### config.mk
export PLATFORM = sky130hd
export DESIGN_NAME = sram_port_arbiter
export DESIGN_NICKNAME = d
export VERILOG_FILES = /design/src/rtl/sram_port_arbiter.sv
export SDC_FILE = /design/constraint.sdc
export NUM_CORES = 1
export LEC_CHECK = 0
export BUFFER_PORTS_ARGS = -buffer_cell sky130_fd_sc_hd__buf_2
export CAP_MARGIN = 10
export CORE_MARGIN = 10
export CORE_UTILIZATION = 49
export DETAILED_ROUTE_END_ITERATION = 8
export PLACE_DENSITY = 0.86
export REMOVE_ABC_BUFFERS = 1
export SYNTH_ARGS = -nofsm -noshare
export SYNTH_HDL_FRONTEND = slang
export SYNTH_SLANG_ARGS = --single-unit
### constraint.sdc
create_clock -name clk -period 2.3 [get_ports clk]
set_input_delay 0.23 -clock clk [delete_from_list [all_inputs] [get_ports clk]]
set_output_delay 0.23 -clock clk [all_outputs]
set_load 0.005 [all_outputs]
### src/rtl/sram_port_arbiter.sv
// Shares one split address/data memory port between the instruction and data requesters.
// Define ARB_STARVE_GUARD_EN to bound consecutive data grants while an instruction fetch waits.
module sram_port_arbiter #(
  parameter int ADDR_W       = 32,
  parameter int DATA_W       = 32,
  parameter int STARVE_LIMIT = 4
) (
  input  logic                clk,
  input  logic                reset,
  input  logic                cancel,
  input  logic                inst_req,
  input  logic [ADDR_W-1:0]   inst_addr,
  output logic                inst_addr_ok,
  output logic                inst_data_ok,
  output logic [DATA_W-1:0]   inst_rdata,
  input  logic                data_req,
  input  logic                data_wr,
  input  logic [DATA_W/8-1:0] data_wstrb,
  input  logic [ADDR_W-1:0]   data_addr,
  input  logic [DATA_W-1:0]   data_wdata,
  output logic                data_addr_ok,
  output logic                data_data_ok,
  output logic [DATA_W-1:0]   data_rdata,
  output logic                mem_req,
  output logic                mem_wr,
  output logic [DATA_W/8-1:0] mem_wstrb,
  output logic [ADDR_W-1:0]   mem_addr,
  output logic [DATA_W-1:0]   mem_wdata,
  input  logic                mem_addr_ok,
  input  logic                mem_data_ok,
  input  logic [DATA_W-1:0]   mem_rdata,
  output logic                busy
);
  localparam int SW = DATA_W/8;

  typedef enum logic [1:0] {IDLE, ADDR, DATA} state_t;
  typedef enum logic {OWN_INST, OWN_DATA} owner_t;
  typedef struct packed {
    logic              wr;
    logic [SW-1:0]     wstrb;
    logic [ADDR_W-1:0] addr;
    logic [DATA_W-1:0] wdata;
  } mreq_t;

  state_t state, state_nxt;
  owner_t owner;
  mreq_t  mreq;
  logic   drop, inst_gnt, data_gnt, starve;
  logic   rsp, inst_deliver, data_deliver;

`ifdef ARB_STARVE_GUARD_EN
  localparam int CW = $clog2(STARVE_LIMIT+1);
  localparam logic [CW-1:0] LIM = CW'(STARVE_LIMIT);
  logic [CW-1:0] starve_cnt;

  assign starve = (starve_cnt == LIM);

  always_ff @(posedge clk) begin
    if (reset)                           starve_cnt <= '0;
    else if (!inst_req || inst_gnt)      starve_cnt <= '0;
    else if (data_gnt && !cancel && !starve) starve_cnt <= starve_cnt + 1'b1;
  end
`else
  assign starve = 1'b0;
`endif

  // Grants only happen in IDLE; a cancelled fetch is never accepted.
  always_comb begin
    inst_gnt  = 1'b0;
    data_gnt  = 1'b0;
    state_nxt = state;
    case (state)
      IDLE: if (!reset) begin
        if (inst_req && !cancel && (starve || !data_req)) begin
          inst_gnt  = 1'b1;
          state_nxt = ADDR;
        end else if (data_req) begin
          data_gnt  = 1'b1;
          state_nxt = ADDR;
        end
      end
      ADDR:    if (mem_addr_ok) state_nxt = DATA;
      DATA:    if (mem_data_ok) state_nxt = IDLE;
      default: state_nxt = IDLE;
    endcase
  end

  assign inst_addr_ok = inst_gnt;
  assign data_addr_ok = data_gnt;
  assign mem_req      = (state == ADDR);
  assign mem_wr       = mreq.wr;
  assign mem_wstrb    = mreq.wstrb;
  assign mem_addr     = mreq.addr;
  assign mem_wdata    = mreq.wdata;
  assign busy         = (state != IDLE);

  // A cancel landing with the response still kills the fetch.
  assign rsp          = (state == DATA) && mem_data_ok;
  assign inst_deliver = rsp && (owner == OWN_INST) && !drop && !cancel;
  assign data_deliver = rsp && (owner == OWN_DATA);

  always_ff @(posedge clk) begin
    if (reset) begin
      state        <= IDLE;
      owner        <= OWN_INST;
      drop         <= 1'b0;
      mreq         <= '0;
      inst_data_ok <= 1'b0;
      data_data_ok <= 1'b0;
      inst_rdata   <= '0;
      data_rdata   <= '0;
    end else begin
      state        <= state_nxt;
      inst_data_ok <= inst_deliver;
      data_data_ok <= data_deliver;
      if (inst_deliver) inst_rdata <= mem_rdata;
      if (data_deliver) data_rdata <= mem_rdata;
      if (inst_gnt) begin
        owner       <= OWN_INST;
        mreq.wr     <= 1'b0;
        mreq.wstrb  <= '0;
        mreq.addr   <= inst_addr;
        mreq.wdata  <= '0;
      end else if (data_gnt) begin
        owner       <= OWN_DATA;
        mreq.wr     <= data_wr;
        mreq.wstrb  <= data_wr ? data_wstrb : '0;
        mreq.addr   <= data_addr;
        mreq.wdata  <= data_wdata;
      end
      if (state_nxt == IDLE)
        drop <= 1'b0;
      else if (cancel && owner == OWN_INST && state != IDLE)
        drop <= 1'b1;
    end
  end
endmodule

Word level (Yosys, flattened, before mapping)
Cells that the tools add are included.
- flip-flop bits (word level): 139
- bits of input ports: 140
- logic and storage cells: 48
- equal/unequal tests: 2
- mux-type cells: 16
- bitwise gates (word level): 1
- reductions and logical operators: 18
- operators by type and width (kind ; count):
    2-to-1 mux 64 bit ; 2
    2-to-1 mux 2 bit ; 5
    logical AND 1 bit ; 9
    2-to-1 mux 1 bit ; 7
    case mux 2 bit (3 select lines) ; 1
    zero test 2 bit ; 2
    2-to-1 mux 4 bit ; 1
    nonzero test 2 bit ; 2
    OR reduction 2 bit ; 2
    zero test 1 bit ; 3
    equality test 2 x 1 -> 1 bit (second input constant) ; 1
    equality test 2 bit (second input constant) ; 1
    inverter 1 bit ; 1

Longest topological paths before layout
Gate-level depths: netlist of run 1.
- depth in word-level cells: 8
- gate-level depth with buffers: 6
- gate-level depth less buffers: 4

Worst setup path after synthesis of run 1
OpenSTA, ideal clock, no wires.
- path type: register to register
- from: reg state[1]
- to: reg inst_rdata[10]
- setup time: 120 ps
- data arrival time: 1354 ps
- setup slack: 827 ps
- stages on the path, launching flop included: 7
- cell sequence: dfxtp_1 > buf_4 > nand3b_4 > or4_1 > buf_6 > buf_6 > mux2i_1
- word-level cells in the longest chain between the ends: 5
- ends and longest elaborated chain (element ; RTL line ; RTL):
    start: declaration ; 45 ; state_t state, state_nxt;
    start signal: assignment ; 113 ; state <= state_nxt;
    equality test 2 bit ; 98 ; assign rsp = (state == DATA) && mem_data_ok;
    logical AND 1 bit ; 98 ;
    logical AND 1 bit (3 in a row) ; 99 ; assign inst_deliver = rsp && (owner == OWN_INST) && !drop && !cancel;
    end signal: assignment ; 116 ; if (inst_deliver) inst_rdata <= mem_rdata;
    end: declaration ; 15 ; output logic [DATA_W-1:0] inst_rdata,
No other way between the ends.
A chain may end at the register's enable or synchronous reset.

Worst setup path after layout of run 1
- from: reg state[1]
- to: out inst_addr_ok
- word-level cells in the longest chain between the ends: 2
- ends and longest elaborated chain (element ; RTL line ; RTL):
    zero test 2 bit ; 72 ; case (state)
    2-to-1 mux 1 bit ; 72 ;
    end: declaration ; 13 ; output logic inst_addr_ok,
No other way between the ends.

==> results of run 1 <==
[cell usage in the layout (no fill, tap or decap), drive strengths merged]
cell         Yosys  layout
a2111oi          1       1
a211oi           1       1
a21oi           71      71
a221o           32      32
a31o             1       1
a31oi            1       1
and2            32      32
and4b            1       1
buf             23     289
clkbuf          21      24
clkinv           0       1
clkinvlp         0       1
dfxtp          139     139
diode            0       5
dlygate4sd3      0     131
inv              4       4
mux2i           32      32
nand2          134     134
nand2b          64      64
nand3            5       5
nand3b           1       1
nand4b           1       1
nor2             3       3
nor2b            2       2
nor3             1       1
nor3b            1       1
nor4             1       1
nor4b            2       2
o22ai            1       1
o31ai            1       1
or2              1       1
or3              1       1
or3b             1       1
or4              1       1
[metal layers]
metal	share of wire [%]	vias to the layer above	GRT usage (%)
li1	-	2743	-
met5	0	-	0
met1	37	2805	30.34
met2	49	381	45.47
met4	4.8	0	16.59
met3	8.8	80	9.021
[layout make-up]
| cell class | instances | area (sq um) | share of cell area (%) |
|---|---|---|---|
| well taps | 140 | 175.2 | 2.022 |
| clock inverters | 2 | 12.51 | 0.1444 |
| clock buffers | 24 | 500.5 | 5.776 |
| inverters | 4 | 15.01 | 0.1733 |
| repair buffers | 420 | 2810 | 32.43 |
| flip-flops and latches | 139 | 2785 | 32.14 |
| multi-input cells | 393 | 2354 | 27.16 |
| diodes | 5 | 12.51 | 0.1444 |
[flip-flops by register name, summed over array words and instances, names as in the netlist]
signal	cells
inst_data_ok	1
data_data_ok	1
mem_wr	1
owner	1
mem_wstrb	4
data_rdata	32
mem_addr	32
inst_rdata	32
state	2
mem_wdata	32
drop	1
[stage by stage]
| stage | setup WS, ns | util, % | area, sq um | instances | hold WS, ns |
|---|---|---|---|---|---|
| CTS | 0.04729 | 80.50 | 8650 | 1122 | 0.007171 |
| detailed placement | 0.5452 | 63.52 | 6825 | 965 | 0.4432 |
| finish | 0.1677 | 80.64 | 8665 | 1127 | 0.03760 |
| floorplan | 0.1617 | - | 5130 | 536 | 0.2991 |
| global placement | 0.5738 | 63.52 | 6825 | 965 | 0.4380 |
| global route | 0.06595 | 80.61 | 8662 | 1126 | 0.03289 |
[final timing paths]
| path | from | to | slack [ns] |
|---|---|---|---|
| setup / recovery | state[1] | inst_addr_ok | 0.17 |
| setup reg to reg | state[1] | mem_addr[8] | 0.19 |
| hold / removal | data_addr[0] | mem_addr[0] | 0.04 |
| hold reg to reg | mem_wdata[18] | mem_wdata[18] | 0.45 |
[logic make-up after synthesis]
logic type | synth area share, %
simple gates | 24.16
buf+inv | 4.285
flops | 52.07
compound gates | 13.49
mux | 5.994
[power breakdown]
part           switching [mW]  total, mW  internal [mW]
clock                   0.948       2.41           1.46
sequential             0.0762       2.59           2.52
combinational           0.376      0.837          0.461
total                    1.40       5.84           4.44
[worst register-to-register path, cell delays in order (launching register included)]
cell and delay (ns):
dfxtp_2 0.49, nor2_2 0.10, inv_1 0.15, nor4b_4 0.07
buf_12 0.17, a221o_1 0.40, dlygate4sd3_1 0.59
[what timing repair did]
action | in CTS | in global routing
endpoints found under the hold margin | 133 | 0
setup endpoints to repair | 0 | 5
hold buffers | 131 | 0
gates resized for setup | 0 | 2
==> impl_metrics.json, run 1 <==
{
  "outcome": "finished clean",
  "syn-instance-count": 580,
  "min_period_over_period_pct": 92.71,
  "postCtsSetupBuffers": 0,
  "syn_area_sq_um": 5344,
  "path_class": "register to output pin",
  "ys.flop_type": "dfxtp_1",
  "die_x_um": 124.4,
  "cp_cell_sequence": "nor2_2, inv_1, nor4b_4, buf_12, buf_2",
  "cts_tree": "done",
  "fillers": 583,
  "syn_avg_cell_area_sq_um": 9.214,
  "drt_wl_total_mm": 22.29,
  "ys_warn_count": 0,
  "p_per_area_nw_per_um2": 673.7,
  "grt_pass1_vias": 6384,
  "critPathLaunchType": "register",
  "synthArstFlopShare_pct": 0,
  "cts_buffers": 17,
  "core_sq_um": 10750,
  "cts_sinks": 139,
  "syn_to_final_growth_pct": 62.14,
  "hp-class": "input port to register",
  "worstPathArrival_ns": 1.90,
  "clk_path_buf_depth": 2,
  "cts_root_buf": "clkbuf_8",
  "period_needed_ns": 2.132,
  "ff2ff_path_depth": 6,
  "setup_viol": 0,
  "p_leak_nw": 4.219,
  "dieArea_sq_um": 15480,
  "rsz0062_at_grt": "false",
  "die_height_um": 124.4,
  "fin_nets": 1115,
  "grt_start_max_net_pins": 99,
  "crit_required_ns": 2.07,
  "vias": 6009,
  "worst_ir_drop_vdd_mv": 0.4556,
  "row_count": 38,
  "cp.depth": 5,
  "vias_per_cell": 5.332,
  "maxCapViolCount": 0,
  "finalHoldViolations": 0,
  "fmax_ghz": 0.4690,
  "slowest_delay_ns": 0.40,
  "ys_ff_latch": 139,
  "finalMaxSlewViolations": 0,
  "crit_family": "buffers and inverters",
  "synth_area_leaders": "dfxtp_1 52%, nand2_1 9.4%, nand2b_1 7.5%, a21oi_1 6.6%, a221o_1 6.0%",
  "dp_hpwl_mm": 12.25,
  "critPathMaxFanout": 33,
  "tightest_slew_ns": 0.7395,
  "yosysMostFrequentCell": "dfxtp_1",
  "port_buffers": 278,
  "min_path_cells": 3,
  "finalClockSkew_ns": 0.009102,
  "routedWlPerCell_um": 19.78,
  "drive_gt1_share_pct": 33.10,
  "clk_latency_ns": 0.52,
  "grtUsageTotal_pct": 27.61,
  "ioPinCount": 279,
  "htreeDepth": 4,
  "gp_congestion": 0.7955,
  "drt_first_pass_iters": 5,
  "slowest_stage": "dfxtp_2",
  "synth.top_cell.area_share_pct": 52.07,
  "ant_nets": 0,
  "synth.distinct_cells": 35,
  "antenna_found_initial": 4,
  "synth_area_leader_cell": "dfxtp_1",
  "gr-total-overflow": 0,
  "synthTopCellsByCount": "139 x dfxtp_1, 134 x nand2_1, 71 x a21oi_1",
  "end_kind": "output pin",
  "drc": 0,
  "initial_core_util_pct": 49.73,
  "maxSlewHeadroom_pct": 50.70,
  "power_mw": 5.837,
  "clkTransAtPathRegs_ns": 0.06,
  "finalSetupTns_ns": 0,
  "synth_edf_count": 0,
  "grt_pass1_wl_mm": 34.97,
  "path_buf_inv": 3,
  "drtIter0Drc": 678,
  "ys_seq_area_share_pct": 52.07
}
Note: power is estimated with default switching activity, not from simulation.
==> run 2, diff against run 1 <==
ABC_AREA = 1   (was not set)
ABC_CLOCK_PERIOD_IN_PS = 2300   (was not set)
PLACE_DENSITY = 0.85   (was 0.86)
==> run 2 against run 1 <==
Sequential power is 2% lower. Wire length down 6.1%. Count of clock-buffer cells in the layout down 6. Worst hold slack got worse by 0.018 ns. Core utilization is 5.6 points lower. Final area is 6.2% lower. First-iteration DRC count fell by 21%. Sequential share of layout area is 2.1 points higher. Register-to-register slack improved by 0.24 ns. Global-route usage fell by 2.2 points. Critical path type unchanged.
==> impl_metrics.json, run 2 <==
{
  "critPathLaunchType": "register",
  "synthArstFlopShare_pct": 0,
  "gp_congestion": 0.8343,
  "drt_wl_total_mm": 20.94,
  "switching_power_mw": 1.508,
  "antenna_found_initial": 2,
  "slowest_stage": "dfxtp_1",
  "syn_area_sq_um": 5428,
  "synthTopCellsByCount": "178 x nand2_1, 166 x nor2_1, 139 x dfxtp_1",
  "worstPathArrival_ns": 1.81,
  "grt_pass1_wl_mm": 32.95,
  "syn_to_final_growth_pct": 49.79,
  "drtIter0Drc": 539,
  "ys_ff_latch": 139,
  "end_kind": "output pin",
  "drt_first_pass_iters": 5,
  "synth.distinct_cells": 17,
  "period_needed_ns": 2.043,
  "hp-class": "input port to register",
  "power.share.clock_pct": 44.7,
  "htreeDepth": 4,
  "synth_area_leader_cell": "dfxtp_1",
  "grt_start_max_net_pins": 67,
  "finalHoldViolations": 0,
  "clk_path_buf_depth": 2,
  "rsz0062_at_grt": "false",
  "slowest_delay_ns": 0.35,
  "syn_avg_cell_area_sq_um": 7.151,
  "p_leak_nw": 4.055,
  "final_cell_mix": "278 x buf_2, 178 x nand2_1, 164 x nor2_1",
  "grtUsageTotal_pct": 25.37,
  "fin_cells": 1239,
  "grt_pass1_vias": 6416,
  "ys_seq_area_share_pct": 51.27,
  "dp_hpwl_mm": 13.08,
  "dpl.cell_count": 1138,
  "dieArea_sq_um": 15690,
  "min_period_over_period_pct": 88.83,
  "drive_gt1_share_pct": 30.33,
  "p_int_mw": 4.275,
  "crit_required_ns": 2.07,
  "syn-instance-count": 759,
  "finalSetupTns_ns": 0,
  "clkTransAtPathRegs_ns": 0.07,
  "crit_family": "buffers and inverters",
  "ant_nets": 0,
  "fin_nets": 1225,
  "fmax_ghz": 0.4894,
  "initial_core_util_pct": 50.07,
  "p_per_area_nw_per_um2": 711.2,
  "postCtsSetupBuffers": 0,
  "cts_buffers": 17,
  "synth_area_leaders": "dfxtp_1 51%, nand2_1 12%, nor2_1 11%, a21oi_1 6.5%, nand4_1 3.7%",
  "routedWlPerCell_um": 16.90,
  "p_comb_share_pct": 11.6,
  "synth_edf_count": 0,
  "fillers": 830,
  "row_count": 38,
  "worst_ir_drop_vdd_mv": 0.4450,
  "yosysMostFrequentCell": "nand2_1",
  "port_buffers": 278,
  "setup_viol": 0,
  "cts_tree": "done",
  "p_sw_share_pct": 26.07,
  "finalMaxSlewViolations": 0,
  "outcome": "finished clean",
  "vias": 6343,
  "path_buf_inv": 3,
  "ys.flop_type": "dfxtp_1",
  "drc": 0,
  "ioPinCount": 279,
  "multi_input_area_sq_um": 2240,
  "gr-total-overflow": 0,
  "finalClockSkew_ns": 0.01363,
  "die_x_um": 125.2,
  "power_mw": 5.783,
  "maxSlewHeadroom_pct": 54.73,
  "clk_latency_ns": 0.52,
  "cts_root_buf": "clkbuf_8",
  "core_sq_um": 10840,
  "vias_per_cell": 5.119,
  "path_class": "register to output pin",
  "cts_sinks": 139,
  "cp_cell_sequence": "nor2_4, nand3_4, inv_2, buf_12, buf_2",
  "die_height_um": 125.2,
  "tightest_slew_ns": 0.6791,
  "seq_area_sq_um": 2783,
  "layout_commonest_cell": "buf_2",
  "synth.top_cell.area_share_pct": 51.27,
  "maxCapViolCount": 0,
  "critPathMaxFanout": 65,
  "ys_warn_count": 0,
  "pwr-share-seq_pct": 43.7
}
[run 2: cell types whose count changed after synthesis, sizes merged, moves of 33 or more]
cell / previous run / this run
o21ai: 0 / 33
inv: 4 / 47
nand2b: 64 / 0
nor2: 3 / 169
nand2: 134 / 178
[run 2: logic make-up after synthesis]
family          after synthesis  synth area share, %
simple gates                415                31.33
buf+inv                     100                7.699
compound gates              105                9.705
flops                       139                51.27
[run 2: worst register-to-register path: cells and delay by family (launching register included)]
family / cells / cell delay (ns)
flops: 1 / 0.35
simple gates: 6 / 0.71
buf+inv: 2 / 0.66
[run 2: metrics by stage]
stage	area, sq um	util [%]	hold slack, ns	setup slack (ns)
6_report	8130	75.00	0.01981	0.2568
3_5_place_dp	6875	63.42	0.4504	0.4782
4_1_cts	8120	74.91	0.00001843	0.1002
3_3_place_gp	6875	63.42	0.4469	0.5647
5_1_grt	8130	75.00	0.03530	0.1247
2_1_floorplan	5186	-	0.2991	-0.1938
[run 2: power by group through the flow]
| stage | registers [mW] | clock network, mW | logic [mW] |
|---|---|---|---|
| 5_1_grt | 2.53 | 2.71 | 0.738 |
| 3_3_place_gp | 2.57 | 0 | 0.551 |
| 3_5_place_dp | 2.57 | 0 | 0.558 |
| 4_1_cts | 2.52 | 2.61 | 0.651 |
| 6_report | 2.53 | 2.59 | 0.672 |
| 2_1_floorplan | 2.59 | 0 | 0.218 |
[run 2: timing repair]
item                                    CTS  global route
hold buffers                             68             0
hold endpoints to repair                 95             0
gates resized for setup                   0             1
endpoints found under the setup margin    0             1
[run 2: final cells by class]
cell class | instances | area share (%)
clock inverter | 14 | 1.677
timing repair buffer | 360 | 26.93
sequential | 139 | 34.23
inverter | 47 | 2.170
multi-input combinational | 520 | 27.55
clock buffer | 18 | 5.263
antenna | 1 | 0.03078
tap | 140 | 2.155
[run 2: final timing paths]
check             depth (start not counted)  slack [ns]            from              to
setup / recovery                          5        0.26        state[1]    data_addr_ok
hold / removal                            5        0.02    data_addr[1]     mem_addr[1]
setup reg to reg                          8        0.43        state[1]    mem_addr[10]
hold reg to reg                           2        0.46  data_rdata[30]  data_rdata[30]
[run 2: per-layer routing]
layer  up-vias  global-route usage (%)  share of wire, %
li1       3064                       -                 -
met1      2836                   26.88                37
met2       370                   44.34                50
met3        71                   7.478               8.4
met4         2                   13.96               4.5
met5         -                       0             0.081
